### src/rtl/irq_controller_n_if.sv
// Bus bundle between the interrupt controller and the CPU core/peripherals:
// interrupt lines, CPU handshake and the configuration register port.
interface irq_controller_n_if #(
    parameter int NUM_IRQ  = 16,
    parameter int ID_WIDTH = 8
);
    logic [NUM_IRQ-1:0]  irq;
    logic                int_disabled;
    logic                int_ack;
    logic                cfg_we;
    logic [1:0]          cfg_addr;
    logic [NUM_IRQ-1:0]  cfg_wdata;
    logic [NUM_IRQ-1:0]  cfg_rdata;
    logic                int_cpu;
    logic [ID_WIDTH-1:0] int_id;

    modport slave (
        input  irq, int_disabled, int_ack, cfg_we, cfg_addr, cfg_wdata,
        output cfg_rdata, int_cpu, int_id
    );

    modport master (
        output irq, int_disabled, int_ack, cfg_we, cfg_addr, cfg_wdata,
        input  cfg_rdata, int_cpu, int_id
    );
endinterface

### src/rtl/irq_controller_n.sv
// Parametrised interrupt controller: per-channel mask, edge/level mode,
// W1C pending bits, software trigger and fixed lowest-index priority with
// an explicit CPU acknowledge handshake.
//
// state | meaning
// ------+-------------------------------------------------------------
// IDLE  | no request outstanding; dispatch lowest eligible pending bit
// REQ   | int_cpu high, int_id stable, waiting for int_ack
module irq_controller_n #(
    parameter int                 NUM_IRQ    = 16,
    parameter int                 ID_WIDTH   = 8,
    parameter logic [NUM_IRQ-1:0] RESET_MASK = {NUM_IRQ{1'b1}},
    parameter logic [NUM_IRQ-1:0] RESET_MODE = {NUM_IRQ{1'b1}}
) (
    input logic               clk,
    input logic               reset,
    irq_controller_n_if.slave bus
);

    typedef enum logic {IDLE, REQ} state_t;

    state_t               state, state_nxt;
    logic [NUM_IRQ-1:0]   irq_prev;
    logic [NUM_IRQ-1:0]   pending;
    logic [NUM_IRQ-1:0]   mask;
    logic [NUM_IRQ-1:0]   mode;
    logic [ID_WIDTH-1:0]  int_id_q;

    logic [NUM_IRQ-1:0]   eligible;
    logic [NUM_IRQ-1:0]   grant_vec;
    logic [ID_WIDTH-1:0]  grant_id;
    logic                 grant_found;
    logic                 dispatch;
    logic [NUM_IRQ-1:0]   set_vec;
    logic [NUM_IRQ-1:0]   clr_vec;
    logic                 wr_mask, wr_mode, wr_w1c, wr_swi;

    assign wr_mask = bus.cfg_we && (bus.cfg_addr == 2'd0);
    assign wr_mode = bus.cfg_we && (bus.cfg_addr == 2'd1);
    assign wr_w1c  = bus.cfg_we && (bus.cfg_addr == 2'd2);
    assign wr_swi  = bus.cfg_we && (bus.cfg_addr == 2'd3);

    assign eligible = pending & mask;

    // Set sources OR'd after the clear so a coincident event always survives.
    assign set_vec = (mode & bus.irq & ~irq_prev)
                   | (~mode & bus.irq)
                   | (wr_swi ? bus.cfg_wdata : '0);
    assign clr_vec = (dispatch ? grant_vec : '0)
                   | (wr_w1c ? bus.cfg_wdata : '0);

    // Lowest-index eligible channel wins.
    always_comb begin
        grant_vec   = '0;
        grant_id    = '0;
        grant_found = 1'b0;
        for (int i = 0; i < NUM_IRQ; i++) begin
            if (eligible[i] && !grant_found) begin
                grant_found  = 1'b1;
                grant_vec[i] = 1'b1;
                grant_id     = ID_WIDTH'(i + 1);
            end
        end
    end

    // Next-state logic; dispatch only from IDLE so REQ ignores int_disabled.
    always_comb begin
        state_nxt = state;
        dispatch  = 1'b0;
        case (state)
            IDLE: begin
                if (!bus.int_disabled && grant_found) begin
                    dispatch  = 1'b1;
                    state_nxt = REQ;
                end
            end
            REQ: begin
                if (bus.int_ack) begin
                    state_nxt = IDLE;
                end
            end
            default: state_nxt = IDLE;
        endcase
    end

    // State register.
    always_ff @(posedge clk) begin
        if (reset) begin
            state <= IDLE;
        end else begin
            state <= state_nxt;
        end
    end

    // Edge history, pending/config registers and the latched channel id.
    always_ff @(posedge clk) begin
        if (reset) begin
            irq_prev <= '0;
            pending  <= '0;
            mask     <= RESET_MASK;
            mode     <= RESET_MODE;
            int_id_q <= '0;
        end else begin
            irq_prev <= bus.irq;
            pending  <= (pending & ~clr_vec) | set_vec;
            if (wr_mask) begin
                mask <= bus.cfg_wdata;
            end
            if (wr_mode) begin
                mode <= bus.cfg_wdata;
            end
            if (dispatch) begin
                int_id_q <= grant_id;
            end
        end
    end

    // Zero-latency register readback; the trigger address has no storage.
    always_comb begin
        bus.cfg_rdata = '0;
        case (bus.cfg_addr)
            2'd0:    bus.cfg_rdata = mask;
            2'd1:    bus.cfg_rdata = mode;
            2'd2:    bus.cfg_rdata = pending;
            default: bus.cfg_rdata = '0;
        endcase
    end

    assign bus.int_cpu = (state == REQ);
    assign bus.int_id  = int_id_q;

endmodule

### src/flat_wrapper.sv
// flat-port wrapper written by rule: the top's interface ports become plain ports
module irq_controller_n_flat 
#(
    parameter int                 NUM_IRQ    = 16,
    parameter int                 ID_WIDTH   = 8,
    parameter logic [NUM_IRQ-1:0] RESET_MASK = {NUM_IRQ{1'b1}},
    parameter logic [NUM_IRQ-1:0] RESET_MODE = {NUM_IRQ{1'b1}}
)
  (clk, reset, bus_irq, bus_int_disabled, bus_int_ack, bus_cfg_we, bus_cfg_addr, bus_cfg_wdata, bus_cfg_rdata, bus_int_cpu, bus_int_id);
  irq_controller_n_if #(.NUM_IRQ(NUM_IRQ), .ID_WIDTH(ID_WIDTH)) bus_i ();
  input logic clk;
  input logic reset;
  input wire logic [$bits(bus_i.irq)-1:0] bus_irq;
  input wire logic [$bits(bus_i.int_disabled)-1:0] bus_int_disabled;
  input wire logic [$bits(bus_i.int_ack)-1:0] bus_int_ack;
  input wire logic [$bits(bus_i.cfg_we)-1:0] bus_cfg_we;
  input wire logic [$bits(bus_i.cfg_addr)-1:0] bus_cfg_addr;
  input wire logic [$bits(bus_i.cfg_wdata)-1:0] bus_cfg_wdata;
  output wire logic [$bits(bus_i.cfg_rdata)-1:0] bus_cfg_rdata;
  output wire logic [$bits(bus_i.int_cpu)-1:0] bus_int_cpu;
  output wire logic [$bits(bus_i.int_id)-1:0] bus_int_id;
  assign bus_i.irq = bus_irq;
  assign bus_i.int_disabled = bus_int_disabled;
  assign bus_i.int_ack = bus_int_ack;
  assign bus_i.cfg_we = bus_cfg_we;
  assign bus_i.cfg_addr = bus_cfg_addr;
  assign bus_i.cfg_wdata = bus_cfg_wdata;
  assign bus_cfg_rdata = bus_i.cfg_rdata;
  assign bus_int_cpu = bus_i.int_cpu;
  assign bus_int_id = bus_i.int_id;
  irq_controller_n #(.NUM_IRQ(NUM_IRQ), .ID_WIDTH(ID_WIDTH), .RESET_MASK(RESET_MASK), .RESET_MODE(RESET_MODE)) u_core (.clk(clk), .reset(reset), .bus(bus_i));
endmodule
### config.mk
export PLATFORM = sky130hd
export DESIGN_NAME = irq_controller_n_flat
export DESIGN_NICKNAME = d
export VERILOG_FILES = /design/src/rtl/irq_controller_n_if.sv /design/src/rtl/irq_controller_n.sv /design/src/flat_wrapper.sv
export SDC_FILE = /design/constraint.sdc
export NUM_CORES = 1
export LEC_CHECK = 0
export BUFFER_PORTS_ARGS = -buffer_cell sky130_fd_sc_hd__buf_4
export CELL_PAD_IN_SITES_DETAIL_PLACEMENT = 0
export CELL_PAD_IN_SITES_GLOBAL_PLACEMENT = 1
export CORE_MARGIN = 2
export CORE_UTILIZATION = 38
export CTS_CLUSTER_DIAMETER = 120
export DETAILED_ROUTE_END_ITERATION = 10
export GPL_TIMING_DRIVEN = 1
export PLACE_DENSITY_LB_ADDON = 0.1
export REMOVE_ABC_BUFFERS = 1
export SLEW_MARGIN = 20
export SYNTH_ARGS = -nofsm -noshare
export SYNTH_HDL_FRONTEND = slang
export SYNTH_SLANG_ARGS = --single-unit
### constraint.sdc
create_clock -name clk -period 2.2 [get_ports clk]
set_input_delay 0.22 -clock clk [delete_from_list [all_inputs] [get_ports clk]]
set_output_delay 0.22 -clock clk [all_outputs]
set_load 0.01 [all_outputs]
==> run_results.csv, run 1 <==
group,metric,value,unit
floorplan,num_rows,34,
global_route,grt_util_all_layers,20.2,%
logic_synthesis,synth_top_cell_by_area,"dfxtp_1",
logic_synthesis,synthTopCellsByArea,"dfxtp_1, a211o_1, nand2_1",
power_and_ir_drop,comb_power_share,19.5,%
logic_synthesis,synth_warnings,0,
placed_design,portBuffers,60,
floorplan,coreArea,8590,um^2
global_route,grt_pass1_vias,2932,
cells_and_area,fin_area,4100,um^2
global_route,grt_max_degree,45,
floorplan,start_util,38.5,%
cells_and_area,areaGrowthSynthToFinish,23.9,%
critical_path,cp.required,2480,ps
cells_and_area,fin_nets,489,
power_and_ir_drop,pwr-share-clk,33.1,%
sta,clock_skew,6.38,ps
sta,fin_crit,1920,ps
floorplan,ios,64,
clock_network,clk-insertion-delay-late,350,ps
floorplan,dieArea,9460,um^2
drt,vias,3106,
job,cap_violations,0,
logic_synthesis,synth-main-ff-cell,"dfxtp_1",
critical_path,critPathSlowestCell,"o31a_1",
logic_synthesis,synth_top_area_share,42.4,%
cells_and_area,num-fill-cells,873,
drt,drc,0,
global_route,grt-ovfl-total,0,
sta,hold_viol,0,
critical_path,worstPathArrival,2200,ps
floorplan,die_w,97.3,um
global_route,antenna_found_initial,0,
logic_synthesis,synthArstFlopShare,0,%
drt,drt-total-wl,9.35,mm
clock_network,cts_max_path_buffers,2,
placed_design,dp_hpwl,6.40,mm
hold_path,hp-class,"in -> reg",
clock_network,clk_pin_slew,70,ps
sta,max_freq,521,MHz
drt,drtIter0Drc,240,
power_and_ir_drop,p_seq_share,47.4,%
power_and_ir_drop,power_density,731,nW/um^2
power_and_ir_drop,p_switching,0.000839,W
clock_network,hold_buffers,0,
clock_network,cts_tree,"yes",
sta,fin_setup_tns,0,ps
outcome,status,"finished, final reports clean",
logic_synthesis,syn_area,3310,um^2
critical_path,max_stage_delay,360,ps
logic_synthesis,synth_area_per_cell,8.50,um^2
sta,slew_violations,0,
sta,setup-violations-final,0,
logic_synthesis,synthCells,389,
drt,firstDrtPassIters,4,
clock_network,cts_root_buf,"clkbuf_8",
sta,worst_hold_slack,87.1,ps
floorplan,die_height,97.3,um
power_and_ir_drop,switching_share,28.0,%
logic_synthesis,synth-seq-cells,70,
sta,rsz0062_at_grt,"no",
placed_design,routabilityCongestion,0.787,
global_route,grt_first_pass_wirelength,15.3,mm
critical_path,crit_path_max_fanout,5,
power_and_ir_drop,peakVddDrop,0.317,mV
clock_network,cts_sinks,70,
drt,post_drt_wl_per_cell,16.6,um
drt,ant_nets,0,
logic_synthesis,synth-edff-count,0,
sta,period_share,87.2,%
critical_path,start_kind,"flip-flop",
critical_path,crit_buf_inv,1,
clock_network,cts_resized,0,
drt,avgViaCountPerCell,5.53,
critical_path,crit_path_cell_trace,"a222oi_1 -> buf_4 -> nand4_1 -> o31a_1 -> a221o_1 -> a21oi_2",
clock_network,post_cts_buffers,0,
critical_path,cp-end-kind,"flip-flop",
power_and_ir_drop,power.leakage,1.78,nW
cells_and_area,drive_above_1_share,20.9,%
critical_path,crit_type,"reg -> reg",
placed_design,placed_cell_area,3910,um^2
power_and_ir_drop,p_int,0.00216,W
critical_path,crit_family,"compound AO/OA/AOI/OAI gates",
clock_network,cts_buffers,9,
logic_synthesis,seq_area_frac_synth,42.4,%
cells_and_area,diodes,0,
clock_network,ctsHtreeMaxLevel,3,
logic_synthesis,yosysUniqueCellTypes,41,
[sequential cells by signal, summed over array words and instances, names as in the netlist]
| signal | count |
|---|---|
| u_core.pending | 16 |
| u_core.irq_prev | 16 |
| u_core.mask | 16 |
| u_core.bus.int_id | 5 |
| u_core.mode | 16 |
| u_core.bus.int_cpu | 1 |
[area by class of cell]
type / instances / area, um^2 / area share [%]
Inverter: 7 / 26.3 / 0.641
Multi-Input combinational cell: 286 / 1780 / 43.4
Timing Repair Buffer: 76 / 571 / 13.9
Clock buffer: 15 / 186 / 4.55
Sequential cell: 70 / 1400 / 34.2
Tap cell: 108 / 135 / 3.30
[placed cells by master (no fill, tap or decap), types with 2 or more instances in the layout]
| cell | instances |
|---|---|
| o211ai_1 | 7 |
| o22ai_1 | 2 |
| a32oi_1 | 4 |
| nand2b_1 | 2 |
| conb_1 | 3 |
| mux2i_1 | 16 |
| nor3_1 | 2 |
| o311ai_1 | 2 |
| buf_4 | 76 |
| o21ai_1 | 17 |
| nand3_1 | 13 |
| nand4_1 | 3 |
| nor2b_1 | 31 |
| nand2_1 | 67 |
| o21ai_0 | 2 |
| clkbuf_1 | 2 |
| a211o_1 | 32 |
| nand3b_1 | 3 |
| a222oi_1 | 4 |
| and3_1 | 19 |
| dfxtp_1 | 70 |
| clkbuf_8 | 13 |
| nor2_1 | 7 |
| a22oi_1 | 19 |
| inv_1 | 6 |
| a21oi_1 | 17 |
[cell families (layout without fill, tap and decap cells)]
| family | after synthesis | in the layout | synth area share (%) |
|---|---|---|---|
| AO/OA/AOI/OAI | 114 | 114 | 25.3 |
| AND/OR/NAND/NOR | 153 | 153 | 23.0 |
| buffers and inverters | 35 | 98 | 4.35 |
| multiplexers | 16 | 16 | 4.84 |
| flip-flops | 70 | 70 | 42.4 |
| other | 1 | 3 | 0.113 |
[worst register-to-register path: cells and delay by family, from the launching register on]
family	cells	cell delay (ps)
buffers and inverters	1	200
flip-flops	1	340
AND/OR/NAND/NOR	1	180
AO/OA/AOI/OAI	4	1130
[metal layers]
metal  wire length [um]  global-route usage (%)  part of all wire [%]  vias to the layer above
li1                   -                       -                     -                     1533
met1               4430                    27.5                    47                     1484
met2               4340                    31.9                    46                       76
met3                443                    4.39                   4.7                       13
met4                142                    6.41                   1.5                        0
met5                  0                       0                     0                        -
[synth_stat cells (all sizes together) (2+ instances only)]
master / instances
a222oi: 4
a21oi: 18
o311ai: 2
mux2i: 16
a32oi: 4
buf: 5
dfxtp: 70
nand2: 67
and3: 19
a22oi: 19
nand2b: 2
o211ai: 7
nand3b: 3
nor2b: 32
o21ai: 19
nor3: 2
o22ai: 2
clkbuf: 23
a211o: 32
inv: 7
nand4: 3
nor2: 7
nand3: 14
[through the flow]
| step | total power [W] | worst slack [ps] | utilization (%) | instances |
|---|---|---|---|---|
| CTS | 0.00303 | 282 | 47.7 | 562 |
| floorplan | 0.00174 | -353 | - | 363 |
| global placement | 0.00203 | 324 | 45.5 | 547 |
| finish | 0.00300 | 281 | 47.7 | 562 |
| global route | 0.00316 | 104 | 47.7 | 562 |
| detailed placement | 0.00203 | 301 | 45.5 | 547 |
[power groups by stage]
stage | logic [W] | clock network [W] | registers [W]
3_3_place_gp | 0.000585 | 0 | 0.00145
5_1_grt | 0.000649 | 0.00107 | 0.00143
4_1_cts | 0.000589 | 0.00103 | 0.00142
2_1_floorplan | 0.000307 | 0 | 0.00143
6_report | 0.000584 | 0.000990 | 0.00142
3_5_place_dp | 0.000586 | 0 | 0.00145
[path summary, 6_finish.rpt]
path | slack [ps] | cells after the start | to | from
worst min register to register | 490 | 1 | u_core.mode[15]$_SDFFE_PP1P_ | u_core.mode[15]$_SDFFE_PP1P_
worst min-delay path | 90 | 2 | u_core.irq_prev[15]$_SDFF_PP0_ | bus_irq[15]
worst max register to register | 280 | 6 | u_core.pending[0]$_SDFF_PP0_ | u_core.pending[9]$_SDFF_PP0_
worst max-delay path | 280 | 6 | u_core.pending[0]$_SDFF_PP0_ | u_core.pending[9]$_SDFF_PP0_
No activity file was read; power rests on OpenSTA's default activity.
==> run 2, diff against run 1 <==
--- a/config.mk
+++ b/config.mk
@@ -12,8 +12,9 @@
 export CORE_UTILIZATION = 38
 export CTS_CLUSTER_DIAMETER = 120
 export DETAILED_ROUTE_END_ITERATION = 10
-export GPL_TIMING_DRIVEN = 1
+export GPL_TIMING_DRIVEN = 0
 export PLACE_DENSITY_LB_ADDON = 0.1
+export RECOVER_POWER = 25
 export REMOVE_ABC_BUFFERS = 1
 export SLEW_MARGIN = 20
 export SYNTH_ARGS = -nofsm -noshare
==> run_results.csv, run 2 (synthesized netlist as in run 1, its figures left out) <==
group,metric,value,unit
drt,firstDrtPassIters,5,
sta,slew_violations,0,
cells_and_area,seq_area,1400,um^2
hold_path,hp-start,"bus_irq[12]",
sta,hold_viol,0,
drt,drtIter0Drc,134,
critical_path,reg2reg_depth,5,
outcome,status,"finished, final reports clean",
global_route,grt_pass1_vias,2944,
power_and_ir_drop,fin_total_pwr,0.00302,W
sta,worst_hold_slack,103,ps
critical_path,max_stage_delay,500,ps
sta,setup-violations-final,0,
floorplan,die_w,97.3,um
cells_and_area,areaGrowthSynthToFinish,21.9,%
drt,drt-total-wl,9.13,mm
clock_network,cts_buffers,9,
sta,worst_pin_slew,839,ps
cells_and_area,final_cell_mix,"dfxtp_1, nand2_1, buf_4",
clock_network,cts_tree,"yes",
drt,avgViaCountPerCell,5.53,
cells_and_area,multi_input_area,1790,um^2
job,cap_violations,0,
critical_path,cp-end-kind,"flip-flop",
power_and_ir_drop,power_density,748,nW/um^2
drt,post_drt_wl_per_cell,16.5,um
drt,vias,3059,
critical_path,crit_type,"reg -> reg",
floorplan,dieArea,9460,um^2
hold_path,hold_end,"u_core.irq_prev[12]$_SDFF_PP0_",
floorplan,coreArea,8590,um^2
critical_path,regToRegSetupSlack,180,ps
clock_network,cts_sinks,70,
cells_and_area,drive_above_1_share,18.7,%
floorplan,num_rows,34,
critical_path,rr_startpoint,"u_core.pending[4]$_SDFF_PP0_",
sta,max_freq,496,MHz
power_and_ir_drop,peakVddDrop,0.277,mV
sta,fin_crit,2020,ps
critical_path,cp.required,2390,ps
critical_path,critPathSlowestCell,"a22oi_1",
cells_and_area,fin_area,4030,um^2
sta,period_share,91.6,%
critical_path,crit_path_cell_trace,"a22oi_1 -> nand3_2 -> or3_1 -> o211ai_1 -> a21oi_1",
global_route,grt_util_all_layers,19.4,%
global_route,grt_max_degree,75,
global_route,grt_first_pass_wirelength,14.9,mm
drt,drc,0,
clock_network,cts_root_buf,"clkbuf_8",
clock_network,ctsHtreeMaxLevel,3,
critical_path,crit_start,"u_core.pending[4]$_SDFF_PP0_",
clock_network,cts_max_path_buffers,2,
cells_and_area,fin_nets,481,
global_route,grt-ovfl-total,0,
hold_path,worstHoldPathCells,2,
placed_design,dp_hpwl,5.90,mm
placed_design,routabilityCongestion,0.710,
cells_and_area,num-fill-cells,893,
critical_path,start_kind,"flip-flop",
placed_design,portBuffers,60,
critical_path,crit_path_max_fanout,7,
drt,ant_nets,0,
cells_and_area,diodes,0,
placed_design,placed_cell_area,3810,um^2
floorplan,die_height,97.3,um
sta,rsz0062_at_grt,"no",
global_route,antenna_found_initial,0,
cells_and_area,final_common_cell,"dfxtp_1",
floorplan,start_util,38.5,%
floorplan,ios,64,
hold_path,hp-class,"in -> reg",
clock_network,clk-insertion-delay-late,340,ps
sta,clock_skew,7.61,ps
clock_network,clk_pin_slew,70,ps
critical_path,worstPathArrival,2210,ps
sta,max-slew-margin-rel,44.0,%
power_and_ir_drop,power.leakage,1.72,nW
critical_path,worstReg2RegEnd,"u_core.pending[12]$_SDFF_PP0_",
[run 2: cell types whose count changed in the layout (fill, tap and decap cells not counted), sizes merged]
cell	before	now
buf	76	62
clkbuf	15	19
bufinv	0	1
[run 2: layout make-up]
cell class	count	area share, %
Multi-Input combinational cell	286	44.4
Sequential cell	70	34.8
Timing Repair Buffer	68	12.1
Clock buffer	13	3.94
Tap cell	108	3.35
Clock inverter	1	0.745
Inverter	7	0.652
[run 2: how the worst max path moves through the flow]
stage	to	slack, ps	cells past startpoint
detailed placement	u_core.pending[12]$_SDFF_PP0_	-290	5
global placement	u_core.mode[11]$_SDFFE_PP1P_	-1680	4
global route	u_core.pending[6]$_SDFF_PP0_	5	6
finish	u_core.pending[12]$_SDFF_PP0_	180	5
CTS	u_core.mode[3]$_SDFFE_PP1P_	100	4
floorplan	u_core.mask[0]$_SDFFE_PP1P_	-350	3
[run 2: critical path, delay by kind of cell, from the launching register on]
| kind | cells | cell delay (ps) |
|---|---|---|
| DFF | 1 | 340 |
| and+or+nand+nor | 2 | 720 |
| AOI/OAI and AO/OA | 3 | 820 |
[run 2: what timing repair did]
action / CTS / global route
pin swaps: 2 / 0
setup buffers: 6 / 0
hold buffers: 0 / 0
resized for setup: 0 / 2
hold endpoints to repair: 0 / 0
setup endpoints to repair: 14 / 17
[run 2: layer usage]
| metal | global-route usage (%) | share of wire [%] | vias to the layer above |
|---|---|---|---|
| met5 | 0 | 0 | - |
| met2 | 31.2 | 47 | 77 |
| met3 | 3.24 | 4.1 | 12 |
| met4 | 7.05 | 1.1 | 0 |
| met1 | 26.5 | 47 | 1445 |
| li1 | - | - | 1525 |
[run 2: stage by stage]
stage | setup slack [ps] | util [%] | setup TNS, ps | std cells
after floorplan | -353 | - | -5610 | 363
after global placement | -1680 | 44.0 | -65430 | 531
after detailed placement | -293 | 44.4 | -7030 | 533
after CTS | 97.0 | 47.1 | 0 | 553
after global routing | 5.32 | 46.9 | 0 | 553
final | 184 | 46.9 | 0 | 553
[run 2: report_power, final]
part           leakage [nW]  switching, W  total (W)  internal, W
Combinational          1.05      0.000306   0.000573     0.000267
Sequential            0.579     0.0000694    0.00142      0.00135
Clock                0.0956      0.000447    0.00102     0.000575
==> run 3, diff against run 2 <==
--- a/config.mk
+++ b/config.mk
@@ -14,7 +14,6 @@
 export DETAILED_ROUTE_END_ITERATION = 10
 export GPL_TIMING_DRIVEN = 0
 export PLACE_DENSITY_LB_ADDON = 0.1
-export RECOVER_POWER = 25
 export REMOVE_ABC_BUFFERS = 1
 export SLEW_MARGIN = 20
 export SYNTH_ARGS = -nofsm -noshare
==> run_results.csv, run 3 (synthesized netlist as in run 1, its figures left out) <==
group,metric,value,unit
outcome,status,"finished, final reports clean",
sta,rsz0062_at_grt,"no",
floorplan,die_height,97.3,um
clock_network,ctsHtreeMaxLevel,3,
clock_network,cts_max_path_buffers,2,
cells_and_area,fin_nets,481,
floorplan,die_w,97.3,um
hold_path,hp-class,"in -> reg",
power_and_ir_drop,power.leakage,1.74,nW
drt,avgViaCountPerCell,5.51,
drt,drc,0,
sta,worst_pin_slew,857,ps
sta,period_share,91.5,%
global_route,grt_first_pass_wirelength,14.9,mm
power_and_ir_drop,power_density,746,nW/um^2
floorplan,num_rows,34,
floorplan,ios,64,
power_and_ir_drop,p_switching,0.000824,W
critical_path,start_kind,"flip-flop",
global_route,antenna_found_initial,0,
global_route,grt_max_degree,75,
critical_path,worstPathArrival,2200,ps
sta,max-slew-margin-rel,42.8,%
floorplan,dieArea,9460,um^2
sta,hold_viol,0,
critical_path,cp.required,2390,ps
sta,slew_violations,0,
critical_path,crit_type,"reg -> reg",
cells_and_area,fin_cells,553,
power_and_ir_drop,p_seq_share,47.0,%
critical_path,cp-end-kind,"flip-flop",
clock_network,cts_sinks,70,
drt,drtIter0Drc,150,
critical_path,crit_path_max_fanout,7,
cells_and_area,fin_area,4050,um^2
placed_design,routabilityCongestion,0.710,
clock_network,clk-insertion-delay-late,340,ps
sta,setup-violations-final,0,
cells_and_area,drive_above_1_share,20.0,%
cells_and_area,final_common_cell,"dfxtp_1",
clock_network,hold_buffers,0,
clock_network,clk_pin_slew,70,ps
cells_and_area,diodes,0,
placed_design,portBuffers,60,
clock_network,cts_tree,"yes",
drt,ant_nets,0,
power_and_ir_drop,switching_share,27.3,%
placed_design,placed_cell_area,3810,um^2
global_route,grt_util_all_layers,19.4,%
cells_and_area,final_cell_mix,"dfxtp_1, buf_4, nand2_1",
power_and_ir_drop,pwr-share-clk,33.8,%
placed_design,dp_hpwl,5.90,mm
cells_and_area,areaGrowthSynthToFinish,22.6,%
sta,fin_crit,2010,ps
power_and_ir_drop,p_int,0.00220,W
drt,vias,3046,
floorplan,start_util,38.5,%
job,cap_violations,0,
global_route,grt-ovfl-total,0,
power_and_ir_drop,peakVddDrop,0.277,mV
drt,firstDrtPassIters,5,
clock_network,cts_root_buf,"clkbuf_8",
floorplan,coreArea,8590,um^2
power_and_ir_drop,comb_power_share,19.2,%
drt,post_drt_wl_per_cell,16.5,um
global_route,grt_pass1_vias,2944,
clock_network,cts_buffers,9,
drt,drt-total-wl,9.11,mm
sta,clock_skew,7.13,ps
placed_design,place_inst,533,
sta,max_freq,497,MHz
==> run 3: cell count changes in the layout (fill, tap and decap cells not counted) <==
cell      delta
buf_4        +6
clkbuf_1     -6
==> run 3: critical path, cell delays in order (launching register included) <==
cell and delay, ps:
dfxtp_1 340, a22oi_1 490, nand3_2 250, or3_1 470
o211ai_1 230, a21oi_1 90
==> run 3: what timing repair did <==
action / 4_1_cts / 5_1_grt
gates resized for setup: 0 / 2
buffers inserted: 6 / 0
setup endpoints to repair: 14 / 17
pin swaps: 2 / 0
hold endpoints to repair: 0 / 0
==> run 3: worst paths after layout <==
kind	from	to	slack (ps)	cells after the start
setup reg to reg	u_core.mask[4]$_SDFFE_PP1P_	u_core.pending[12]$_SDFF_PP0_	190	5
setup / recovery	u_core.mask[4]$_SDFFE_PP1P_	u_core.pending[12]$_SDFF_PP0_	190	5
hold / removal	bus_irq[12]	u_core.irq_prev[12]$_SDFF_PP0_	100	2
hold reg to reg	u_core.bus.int_id[2]$_SDFFE_PP0N_	u_core.bus.int_id[2]$_SDFFE_PP0N_	490	2
==> run 3: per-layer routing <==
layer	wire length [um]	GRT usage [%]	part of all wire [%]	vias up
met1	4300	26.5	47	1434
met4	103	7.05	1.1	0
li1	-	-	-	1525
met2	4330	31.2	47	75
met3	388	3.24	4.3	12
met5	0	0	0	-
==> run 3: final cells by class <==
cell class / instances / area, um^2
fill: 891 / 4540
clock inverter: 1 / 30.0
tap: 108 / 135
sequential: 70 / 1400
timing repair buffer: 68 / 510
multi-input combinational: 286 / 1790
clock buffer: 13 / 159
inverter: 7 / 26.3
==> run 3: power by group through the flow <==
stage	combinational (W)	clock, W	sequential [W]
finish	0.000580	0.00102	0.00142
global route	0.000640	0.00111	0.00143
CTS	0.000582	0.00105	0.00142
detailed placement	0.000556	0	0.00145
global placement	0.000548	0	0.00145
floorplan	0.000307	0	0.00143
==> run 3: per-stage QoR <==
stage / util (%) / total power, W / setup TNS [ps] / worst slack, ps / hold WS [ps]
5_1_grt: 47.2 / 0.00318 / 0 / 5.32 / 99.9
2_1_floorplan: - / 0.00174 / -5610 / -353 / 282
4_1_cts: 47.1 / 0.00305 / 0 / 97.0 / 90.2
3_3_place_gp: 44.0 / 0.00199 / -65430 / -1680 / 439
3_5_place_dp: 44.4 / 0.00200 / -7030 / -293 / 448
6_report: 47.2 / 0.00302 / 0 / 187 / 103
